$ cat config.mk
export PLATFORM = sky130hd
export DESIGN_NAME = flash_sdram_bridge
export DESIGN_NICKNAME = d
export VERILOG_FILES = /design/src/rtl/flash_bridge_pkg.sv /design/src/rtl/flash_wr_fifo.sv /design/src/rtl/flash_sdram_bridge.sv
export SDC_FILE = /design/constraint.sdc
export NUM_CORES = 1
export LEC_CHECK = 0
export CAP_MARGIN = 25
export CORE_MARGIN = 5
export CORE_UTILIZATION = 53
export CTS_CLUSTER_DIAMETER = 80
export DETAILED_ROUTE_END_ITERATION = 8
export HOLD_SLACK_MARGIN = 0.15
export PLACE_DENSITY = 0.87
export SETUP_SLACK_MARGIN = 0.4
export SYNTH_ARGS = -nofsm -noshare
export SYNTH_HDL_FRONTEND = slang
export SYNTH_HIERARCHICAL = 1
export SYNTH_SLANG_ARGS = --single-unit
$ cat constraint.sdc
create_clock -name clk -period 3.3 [get_ports clk]
set_input_delay 0.33 -clock clk [delete_from_list [all_inputs] [get_ports clk]]
set_output_delay 0.33 -clock clk [all_outputs]
set_load 0.02 [all_outputs]
$ cat src/rtl/flash_bridge_pkg.sv
// flash_bridge_pkg: shared state encoding, write-entry type and defaults for
// the flash-emulator-to-SDRAM write bridge.
package flash_bridge_pkg;

  localparam int DEFAULT_DEPTH = 4;
  localparam int DEFAULT_AW    = 25;

  // Entries are stored with the widest supported address; the bridge only
  // ever fills and compares the low AW bits, the rest stay zero.
  localparam int MAX_AW = 32;

  typedef enum logic [1:0] {
    ST_IDLE = 2'd0,
    ST_RD   = 2'd1,
    ST_WR   = 2'd2
  } state_t;

  typedef struct packed {
    logic [MAX_AW-1:0] addr;
    logic [7:0]        data;
  } wr_entry_t;

  function automatic wr_entry_t make_entry(input logic [MAX_AW-1:0] addr,
                                           input logic [7:0]        data);
    wr_entry_t e;
    e.addr = addr;
    e.data = data;
    return e;
  endfunction

endpackage

$ cat src/rtl/flash_wr_fifo.sv
// flash_wr_fifo: circular write buffer between the flash emulator and the
// SDRAM arbiter. Head/tail pointers wrap at DEPTH (a power of two) and an
// occupancy counter gives full/empty. With FLASH_WR_FORWARD_EN defined it also
// exposes a lookup port returning the youngest queued byte for an address.
module flash_wr_fifo
  import flash_bridge_pkg::*;
#(
  parameter int DEPTH = DEFAULT_DEPTH,
  parameter int AW    = DEFAULT_AW
) (
  input  logic                   clk,
  input  logic                   reset,
  input  logic                   push,
  input  logic [AW-1:0]          push_addr,
  input  logic [7:0]             push_data,
  input  logic                   pop,
  output logic [AW-1:0]          head_addr,
  output logic [7:0]             head_data,
  output logic                   full,
  output logic                   empty,
  output logic [$clog2(DEPTH):0] count
`ifdef FLASH_WR_FORWARD_EN
  ,
  input  logic [AW-1:0]          match_addr,
  output logic                   match_hit,
  output logic [7:0]             match_data
`endif
);

  localparam int PW = $clog2(DEPTH);
  localparam int CW = PW + 1;

  wr_entry_t      entries [DEPTH];
  wr_entry_t      head_entry;
  logic [PW-1:0]  head;
  logic [PW-1:0]  tail;

  // Storage is written at the tail on every push; contents need no reset
  // because validity is derived from the pointers and count.
  always_ff @(posedge clk) begin
    if (push) begin
      entries[tail] <= make_entry(MAX_AW'(push_addr), push_data);
    end
  end

  // Pointer and occupancy bookkeeping; push and pop together keep the count.
  always_ff @(posedge clk) begin
    if (reset) begin
      head  <= '0;
      tail  <= '0;
      count <= '0;
    end else begin
      if (push) tail <= tail + PW'(1);
      if (pop)  head <= head + PW'(1);
      case ({push, pop})
        2'b10:   count <= count + CW'(1);
        2'b01:   count <= count - CW'(1);
        default: count <= count;
      endcase
    end
  end

  assign head_entry = entries[head];
  assign head_addr  = AW'(head_entry.addr);
  assign head_data  = head_entry.data;
  assign full       = (count == CW'(DEPTH));
  assign empty      = (count == '0);

`ifdef FLASH_WR_FORWARD_EN
  logic [PW-1:0] scan_idx;

  // Walk valid entries oldest to youngest so the last hit is the newest data.
  always_comb begin
    match_hit  = 1'b0;
    match_data = '0;
    scan_idx   = '0;
    for (int k = 0; k < DEPTH; k++) begin
      scan_idx = head + PW'(k);
      if ((CW'(k) < count) && (entries[scan_idx].addr == MAX_AW'(match_addr))) begin
        match_hit  = 1'b1;
        match_data = entries[scan_idx].data;
      end
    end
  end
`endif

endmodule

$ cat src/rtl/flash_sdram_bridge.sv
// flash_sdram_bridge: queues flash-emulator byte writes and shares one SDRAM
// client port between them and cartridge reads. Reads win arbitration unless
// the write queue is full. Build option FLASH_WR_FORWARD_EN lets reads hit
// queued writes; without it a read waits until the queue has drained.
module flash_sdram_bridge
  import flash_bridge_pkg::*;
#(
  parameter int DEPTH = DEFAULT_DEPTH,
  parameter int AW    = DEFAULT_AW
) (
  input  logic                   clk,
  input  logic                   reset,
  input  logic                   wr_req,
  input  logic [AW-1:0]          wr_addr,
  input  logic [7:0]             wr_din,
  output logic                   wr_ready,
  output logic                   wr_done,
  input  logic                   rd_req,
  input  logic [AW-1:0]          rd_addr,
  output logic [7:0]             rd_dout,
  output logic                   rd_done,
  output logic                   mem_req,
  output logic                   mem_we,
  output logic [AW-1:0]          mem_addr,
  output logic [7:0]             mem_din,
  input  logic [7:0]             mem_dout,
  input  logic                   mem_ack,
  output logic [$clog2(DEPTH):0] wr_pending
);

  state_t        state;
  logic          fifo_full;
  logic          fifo_empty;
  logic          wr_accept;
  logic          fifo_pop;
  logic          rd_pending;
  logic          rd_eligible;
  logic [AW-1:0] head_addr;
  logic [7:0]    head_data;

  // The wr_done term stops a second accept while the emulator drops wr_req;
  // rd_done does the same for the read side.
  assign wr_accept  = wr_req & ~fifo_full & ~wr_done;
  assign rd_pending = rd_req & ~rd_done;
  assign fifo_pop   = (state == ST_WR) & mem_req & mem_ack;
  assign wr_ready   = ~fifo_full;

`ifdef FLASH_WR_FORWARD_EN
  logic       fwd_hit;
  logic [7:0] fwd_data;

  flash_wr_fifo #(.DEPTH(DEPTH), .AW(AW)) u_fifo (
    .clk        (clk),
    .reset      (reset),
    .push       (wr_accept),
    .push_addr  (wr_addr),
    .push_data  (wr_din),
    .pop        (fifo_pop),
    .head_addr  (head_addr),
    .head_data  (head_data),
    .full       (fifo_full),
    .empty      (fifo_empty),
    .count      (wr_pending),
    .match_addr (rd_addr),
    .match_hit  (fwd_hit),
    .match_data (fwd_data)
  );

  // A full queue forces a write first so a read cannot starve the drain.
  assign rd_eligible = rd_pending & ~fwd_hit & ~fifo_full;
`else
  flash_wr_fifo #(.DEPTH(DEPTH), .AW(AW)) u_fifo (
    .clk       (clk),
    .reset     (reset),
    .push      (wr_accept),
    .push_addr (wr_addr),
    .push_data (wr_din),
    .pop       (fifo_pop),
    .head_addr (head_addr),
    .head_data (head_data),
    .full      (fifo_full),
    .empty     (fifo_empty),
    .count     (wr_pending)
  );

  // Without forwarding a read may only see SDRAM once every write has landed.
  assign rd_eligible = rd_pending & fifo_empty;
`endif

  // Arbiter FSM with registered SDRAM request and handshake pulses.
  always_ff @(posedge clk) begin
    if (reset) begin
      state    <= ST_IDLE;
      mem_req  <= 1'b0;
      mem_we   <= 1'b0;
      mem_addr <= '0;
      mem_din  <= '0;
      rd_done  <= 1'b0;
      rd_dout  <= '0;
      wr_done  <= 1'b0;
    end else begin
      wr_done <= wr_accept;
      rd_done <= 1'b0;
      case (state)
        ST_IDLE: begin
`ifdef FLASH_WR_FORWARD_EN
          if (rd_pending && fwd_hit) begin
            rd_done <= 1'b1;
            rd_dout <= fwd_data;
          end
`endif
          if (rd_eligible) begin
            state    <= ST_RD;
            mem_req  <= 1'b1;
            mem_we   <= 1'b0;
            mem_addr <= rd_addr;
            mem_din  <= '0;
          end else if (!fifo_empty) begin
            state    <= ST_WR;
            mem_req  <= 1'b1;
            mem_we   <= 1'b1;
            mem_addr <= head_addr;
            mem_din  <= head_data;
          end
        end
        ST_RD: begin
          if (mem_ack) begin
            state    <= ST_IDLE;
            mem_req  <= 1'b0;
            mem_we   <= 1'b0;
            mem_addr <= '0;
            mem_din  <= '0;
            rd_done  <= 1'b1;
            rd_dout  <= mem_dout;
          end
        end
        ST_WR: begin
          if (mem_ack) begin
            state    <= ST_IDLE;
            mem_req  <= 1'b0;
            mem_we   <= 1'b0;
            mem_addr <= '0;
            mem_din  <= '0;
          end
        end
        default: begin
          state   <= ST_IDLE;
          mem_req <= 1'b0;
        end
      endcase
    end
  end

endmodule

==> results.cfg, run 1 <==
[status]
outcome = finished clean

[sta]
report.final.slew_viol_count = 0
finalClockSkew_ps = 8.28
fin_crit_sh_pct = 70.3
finalSetupViolCount = 0
rsz0062_at_grt = false
finalCriticalPeriod_ps = 2320
maxClockFrequency_ghz = 0.431
tightestPinTransition_ps = 902
max_slew_margin_pct = 39.9
finalHoldViolCount = 0
setup_tns_ps = 0

[placement]
dp.cells = 685
placed_area_um2 = 8580
portBuffers = 119
place.gp.congestion = 0.764
place_hpwl_um = 10100

[floorplanning]
core_um2 = 13200
io_pins = 120
start_util_pct = 54.2
dieWidth_um = 126
rows = 42
die_h_um = 126
dieArea_um2 = 16000

[route]
wl_met2_um = 8370
wl_met3_um = 1070
first_iter_violations = 342
routed_wl_um = 16000
dr.max_layer_used = met4
wl_met1_um = 6340
postRouteAntennaNets = 0
wire_per_inst_um = 22.3
via_per_inst = 5.92
firstDrtPassIters = 6
vias = 4244
drc_errors = 0

[worst_setup_path]
critPathLaunch = u_fifo/count[0]
reg2reg_from = u_fifo/count[0]
worst_path_max_delay_cell = fa_1
critPathCaptureType = flop
critPathMaxFanout = 8
reg2reg_slack_ps = 980
criticalPathCategory = reg2reg
critical_path.most_common_cell = inv_1
worst-endpoint-arrival_ps = 2680
endpoint = u_fifo/count[2]
rr_endpoint = u_fifo/count[2]
critPathRequiredTime_ps = 3660
startpoint_type = flop
cpPeakStageDelay_ps = 380
crit_chain = inv_1 -> and3_1 -> nor3b_1 -> buf_4 -> inv_1 -> ha_1 -> inv_1 -> fa_1 -> xor2_1 -> or3_1 -> a21oi_1
reg2reg_depth = 11

[hold_path]
hold_class = reg2reg

[clocking]
numCtsBuffers = 17
numClockSinks = 188
cts_hold_buffers = 0
htree_levels = 4
cts_root_buf = clkbuf_16
clkTransAtPathRegs_ps = 70
post_cts_buffers = 0
clock_path_buffers = 2
cts_tree = done
post_cts_resized = 0
clk_latency_ps = 430

[pwr]
power.switching_uw = 1670
ir_drop_uv = 349
pwr-share-comb_pct = 20.0
p_sw_share_pct = 25.9
p_int_uw = 4780
p_leak_uw = 0.00308
clockPowerShare_pct = 35.7
power_density_nw_per_um2 = 696
seq_power_share_pct = 44.3

[finish]
nets = 608
final_common_cell = edfxtp_1
design_area_um2 = 9250
fin_cells = 717
diodes = 0
drive_gt1_share_pct = 16.6
area_growth_pct = 28.8
mostFrequentLayoutCells = edfxtp_1, clkdlybuf4s50_1, dfxtp_1, a32o_1, mux4_2

[logic_synthesis]
ys_seq_area_share_pct = 70.8
synth_area_per_cell_um2 = 17.8
synthCells = 403
synthDistinctLibCells = 43
ys_async_sr_fraction_pct = 0
synth_ff_type = edfxtp_1
synth_seq_cells = 188
syn_nets = 483
synth_edf_count = 132
syn_area_um2 = 7180
ys_warn_count = 6

[global_route]
grt_overflow = 0
grt_pass1_wl_um = 24900
grt_max_degree = 34
track_usage_pct = 20.5
grt_pass1_vias = 4532
antenna_found_initial = 0

[job]
max_cap_violations = 0
## cell usage after synthesis, types with 2 or more instances
cell	number	share of area [%]
buf_2	12	0.84
dfxtp_1	56	16
nand2_1	13	0.68
nand3_1	8	0.56
clkbuf_1	7	0.37
nor2_1	9	0.47
inv_1	14	0.73
and2_1	5	0.44
xnor2_1	2	0.24
ha_1	8	1.4
a31o_2	5	0.61
edfxtp_1	132	55
buf_6	3	0.47
a21oi_1	12	0.84
mux4_2	30	9.4
mux4_1	3	1.1
or3_1	2	0.17
a32o_1	31	4.3
o21ai_0	2	0.14
and3_1	2	0.17
xor2_1	3	0.37
a31o_1	19	2.3
buf_12	3	0.84
nand4_1	2	0.17
nor2b_1	2	0.17
## metrics by stage
stage	hold slack [ps]	setup WS (ps)	total power, uW	util [%]
3_3_place_gp	450	722	4130	64.8
4_1_cts	461	997	6480	69.9
3_5_place_dp	455	641	4180	64.8
2_1_floorplan	429	671	3600	-
6_report	463	980	6440	69.9
5_1_grt	480	829	6680	69.9
## sequential cells by signal, summed over array words and instances, names as in the netlist, named ones only
signal          count
u_fifo/count        3
u_fifo/head         2
mem_we              1
rd_done             1
mem_din             8
rd_dout             8
u_fifo/tail         2
wr_done             1
mem_addr           25
mem_req             1
u_fifo/entries    132
state               2
## critical path: cells and delay by family, from the launching register on
kind            cells  cell delay, ps
flops               1             340
xor+xnor            1             160
buf+inv             4             430
simple gates        3             570
compound gates      1             150
fa+ha+maj           2             600
## how the worst min path moves through the flow
stage / start / endpoint / slack, ps / cells after the start
2_1_floorplan: wr_din[0] / u_fifo/entries[0][0] / 430 / 0
3_3_place_gp: rd_dout[3] / rd_dout[3] / 450 / 2
3_5_place_dp: rd_dout[1] / rd_dout[1] / 450 / 2
4_1_cts: mem_dout[6] / rd_dout[6] / 460 / 3
5_1_grt: mem_dout[2] / rd_dout[2] / 480 / 3
6_report: rd_dout[1] / rd_dout[1] / 460 / 2
## layer usage
| metal | vias to the layer above | track usage, % |
|---|---|---|
| li1 | 1884 | - |
| met3 | 19 | 5.72 |
| met1 | 2168 | 26.0 |
| met2 | 173 | 34.7 |
| met4 | 0 | 6.06 |
| met5 | - | 0 |
## power by group through the flow
stage | logic (uW) | clock network, uW | registers, uW
2_1_floorplan | 565 | 0 | 3030
3_3_place_gp | 1250 | 0 | 2890
3_5_place_dp | 1280 | 0 | 2900
4_1_cts | 1300 | 2330 | 2860
5_1_grt | 1370 | 2440 | 2870
6_report | 1290 | 2300 | 2850
## cell type report
cell class	instances	area [um2]
Clock buffer	19	433
Clock inverter	13	236
Fill cell	849	3990
Inverter	15	56.3
Multi-Input combinational cell	173	1880
Sequential cell	188	5090
Tap cell	176	220
Timing Repair Buffer	133	1330
## cell families (layout without fill, tap and decap cells)
family | after synthesis | in the layout | share of synthesized area, %
flops | 188 | 188 | 70.8
compound gates | 76 | 76 | 9.14
simple gates | 49 | 49 | 3.69
buf+inv | 42 | 180 | 3.45
mux | 34 | 34 | 10.6
fa+ha+maj | 9 | 9 | 1.67
xor+xnor | 5 | 5 | 0.610
(Power assumes the default switching activity.)
==> inputs of run 2 (changes only) <==
CORE_UTILIZATION = 48   (was 53)
PLACE_DENSITY = 0.83   (was 0.87)
clock period = 1.95 ns   (was 3.3 ns; I/O delays follow)
==> run 2 against run 1 <==
The run now ends with setup timing left. Sequential cell count did not move. Clock power up 53%. Via count is 6.2% higher. Non-clock buffer count increased by 62.
==> results.cfg, run 2 (same netlist as run 1, synthesis figures left out) <==
[global_route]
antenna_found_initial = 0
grt_pass1_wl_um = 27600
grt_max_degree = 34
track_usage_pct = 20.7
grt_pass1_vias = 4906
grt_overflow = 0

[sta]
finalCriticalPeriod_ps = 1980
finalHoldViolCount = 0
report.final.slew_viol_count = 0
finalSetupViolCount = 1
fin_crit_sh_pct = 101
finalClockSkew_ps = 12.0
rsz0062_at_grt = true
max_slew_margin_pct = 78.3
setup_ws_ps = -29.0
maxClockFrequency_ghz = 0.505
tightestPinTransition_ps = 321
hold-worst-slack_ps = 348

[pwr]
ir_drop_uv = 772
power_density_nw_per_um2 = 1090
p_leak_uw = 0.00436

[hold_path]
hold_class = in2reg
whs_path_depth = 3
min_from = mem_dout[7]

[finish]
nets = 670
area_growth_pct = 45.4
largest_register_ffs = 132
diodes = 0
final_common_cell = edfxtp_1
drive_gt1_share_pct = 29.7
top_regs = u_fifo/entries x132, mem_addr x25
mostFrequentLayoutCells = edfxtp_1, clkdlybuf4s50_1, dfxtp_1, dlymetal6s2s_1, a32o_1
largest-register = u_fifo/entries

[route]
wire_per_inst_um = 23.7
vias = 4508
first_iter_violations = 364
drc_errors = 0
firstDrtPassIters = 5
via_per_inst = 5.73
postRouteAntennaNets = 0
routed_wl_um = 18600

[clocking]
clkTransAtPathRegs_ps = 70
clk_latency_ps = 420
htree_levels = 4
numCtsBuffers = 17
cts_tree = done
cts_root_buf = clkbuf_16
clock_path_buffers = 2
numClockSinks = 188
cts_hold_buffers = 0

[worst_setup_path]
crit_cells = 8
critPathLaunch = state[1]
reg2reg_depth = 8
critPathRequiredTime_ps = 2300
startpoint_type = flop
critPathMaxFanout = 3
crit_buf_inv = 1
criticalPathCategory = reg2reg
crit_chain = ha_4 -> and3_4 -> ha_4 -> inv_2 -> fa_2 -> xor2_1 -> or3_1 -> a21oi_2
critical-path-top-delay-family = adder cells
reg2reg_from = state[1]
critPathCaptureType = flop
worst_path_max_delay_cell = dfxtp_1
critical_path.most_common_cell = ha_4
worst-endpoint-arrival_ps = 2330
cpPeakStageDelay_ps = 400

[placement]
portBuffers = 119
place_ws_ps = -199
place_hpwl_um = 10200
place.gp.congestion = 0.757

[floorplanning]
io_pins = 120
dieArea_um2 = 17500
die_h_um = 132
core_um2 = 14600
rows = 44
start_util_pct = 49.2
dieWidth_um = 132

[status]
outcome = finished, violations left
violations = setup timing

[job]
max_cap_violations = 0
## run 2: report_power, final
group | internal [uW] | leakage (uW) | switching (uW) | total [uW]
logic | 1610 | 0.00239 | 1450 | 3060
clock network | 2070 | 0.000299 | 1470 | 3530
registers | 4640 | 0.00167 | 170 | 4810
total | 8320 | 0.00436 | 3090 | 11400
## run 2: final timing paths
check	to	slack, ps
max	u_fifo/count[2]	-30
min	rd_dout[7]	350
max reg2reg	u_fifo/count[2]	-30
min reg2reg	rd_dout[3]	450
## run 2: final cells by class
type                    instances  area [um2]
fillers                       837        4150
inverters                      15        58.8
multi-input cells             173        2000
clock inverters                13         163
repair buffers                195        2450
flip-flops and latches        188        5100
clock buffers                  19         443
well taps                     184         230
## run 2: what timing repair did
item                       4_1_cts  5_1_grt
setup buffers                   14       19
resized for setup               42       80
setup endpoints to repair      221      228
cloned                          12        4
pin swaps                        1        6
## run 2: tightest hold or removal path, stage by stage
cell and delay, ps:
clkdlybuf4s50_1 390, nand3_1 70, a21oi_1 60
## run 2: per-stage QoR
step | power (uW) | std cells | TNS (ps) | utilization (%) | instance area (um2)
after global routing | 11800 | 787 | -69.5 | 71.6 | 10400
after detailed placement | 7190 | 706 | -243 | 60.2 | 8780
after global placement | 7080 | 705 | -1210 | 60.1 | 8760
final | 11400 | 787 | -29.0 | 71.6 | 10400
after floorplan | 6100 | 403 | 0 | - | 7220
after CTS | 11100 | 764 | 0 | 68.1 | 9930
## run 2: per-layer routing
layer	track usage [%]	up-vias	wire length, um
li1	-	2022	-
met1	25.7	2249	7140
met2	34.6	204	9600
met3	5.57	33	1390
met4	8.09	0	480
met5	0	-	0
==> inputs of run 3 (changes only) <==
CORE_UTILIZATION = 40   (was 48)
DONT_BUFFER_PORTS = 1   (was default)
PLACE_DENSITY = 0.63   (was 0.83)
==> run 3 against run 2 <==
The run ends with hold timing left. Die area up 18%. Sequential share of layout area rose by 1.9 points. Clock power up 4%. Total power is 0.55% higher. Critical path depth increased by 2. Clock skew rose by 2.5 ps. Clock-buffer cell count decreased by 2. Cell area shrank 3.7%. Wire length is 0.11% lower. First-iteration DRC count is 17% lower. Critical path type unchanged. Largest cell class unchanged. Highest routed layer unchanged.
==> results.cfg, run 3 (same netlist as run 1, synthesis figures left out) <==
[floorplanning]
rows = 49
core_um2 = 17800
io_pins = 120
start_util_pct = 40.3
dieArea_um2 = 20700
dieWidth_um = 144
die_h_um = 144

[global_route]
grt_overflow = 0
grt_max_degree = 26
grt_pass1_wl_um = 26100
track_usage_pct = 17.4
antenna_found_initial = 0
grt_pass1_vias = 4447

[clocking]
cts_tree = done
numCtsBuffers = 17
numClockSinks = 188
cts_hold_buffers = 56
clock_path_buffers = 2
htree_levels = 4
clk_latency_ps = 430
clkTransAtPathRegs_ps = 70
cts_root_buf = clkbuf_16

[route]
vias = 4266
postRouteAntennaNets = 0
routed_wl_um = 18600
via_per_inst = 5.46
drc_errors = 0
wire_per_inst_um = 23.8
firstDrtPassIters = 4
first_iter_violations = 302

[sta]
fin_crit_sh_pct = 96.8
report.final.slew_viol_count = 0
maxClockFrequency_ghz = 0.530
finalClockSkew_ps = 14.6
setup_ws_ps = 62.2
finalCriticalPeriod_ps = 1890
rsz0062_at_grt = true
tightestPinTransition_ps = 558
hold-worst-slack_ps = -174
max_slew_margin_pct = 62.7
finalHoldViolCount = 23
finalSetupViolCount = 0
setup_tns_ps = 0

[worst_setup_path]
crit_chain = inv_4 -> and3_4 -> nor3b_4 -> inv_2 -> ha_4 -> inv_2 -> fa_2 -> xor2_1 -> or3_1 -> a21oi_1
critical_path.most_common_cell = inv_2
worst_path_max_delay_cell = dfxtp_4
critPathCaptureType = flop
critPathLaunch = u_fifo/count[1]
reg2reg_depth = 10
rr_endpoint = u_fifo/count[2]
worst-endpoint-arrival_ps = 2240
reg2reg_from = u_fifo/count[1]
critical-path-top-delay-family = simple AND/OR/NAND/NOR gates
cpPeakStageDelay_ps = 360
criticalPathCategory = reg2reg
crit_cells = 10
startpoint_type = flop
critPathMaxFanout = 2
critPathRequiredTime_ps = 2300
reg2reg_slack_ps = 60
endpoint = u_fifo/count[2]
crit_buf_inv = 3

[placement]
place.gp.congestion = 0.728
placed_area_um2 = 7700
portBuffers = 0
place_ws_ps = 3.42
place_hpwl_um = 9940

[status]
outcome = finished, violations left
violations = hold timing

[finish]
multi_input_area_um2 = 2010
area_growth_pct = 40.0
final_common_cell = edfxtp_1
mostFrequentLayoutCells = edfxtp_1, dlygate4sd3_1, dfxtp_1, mux4_2, a32o_1
diodes = 0
seqCellArea_um2 = 5100
design_area_um2 = 10100
nets = 620
largest-register = u_fifo/entries
final_core_util_pct = 56.4
drive_gt1_share_pct = 34.9
top_regs = u_fifo/entries x132, mem_addr x25
largest_register_ffs = 132
fill_cells = 1335

[pwr]
power_density_nw_per_um2 = 1140
finalPower_uw = 11500
p_leak_uw = 0.00349
ir_drop_uv = 709

[hold_path]
hold_class = in2reg

[job]
max_cap_violations = 0
==> run 3: metal layers <==
layer	up-vias	part of all wire [%]	track usage, %
li1	1915	-	-
met1	2198	41	21.9
met2	142	52	30.3
met3	11	6.1	4.66
met4	0	0.72	4.01
met5	-	0	0
==> run 3: timing repair <==
item	4_1_cts	5_1_grt
setup buffers	26	7
hold endpoints to repair	178	23
setup endpoints to repair	171	171
pin swaps	15	40
resized for setup	67	26
gates cloned	15	7
==> run 3: per-stage QoR <==
stage | hold WS (ps) | cells
after floorplan | 294 | 403
after global routing | -201 | 782
after CTS | -199 | 768
after detailed placement | 263 | 639
final | -174 | 782
after global placement | 262 | 639
==> run 3: cell type report <==
class	count	area share [%]
timing repair buffer	145	19.5
sequential	188	50.7
clock buffer	17	4.23
inverter	15	0.610
clock inverter	15	2.00
multi-input combinational	173	20.0
tap	229	2.85
==> run 3: how the worst min path moves through the flow <==
stage,startpoint,end,slack (ps),cells past startpoint
finish,reset,u_fifo/count[0],-170,1
global route,reset,u_fifo/count[0],-200,1
CTS,reset,u_fifo/count[0],-200,1
detailed placement,reset,u_fifo/count[0],260,1
global placement,reset,u_fifo/count[2],260,1
floorplan,wr_din[0],u_fifo/entries[0][0],290,0
==> run 3: power breakdown <==
part	internal [uW]	switching (uW)	total [uW]	leakage, uW
logic	1500	1230	2730	0.00152
registers	4640	446	5090	0.00167
clock network	2070	1590	3660	0.000302
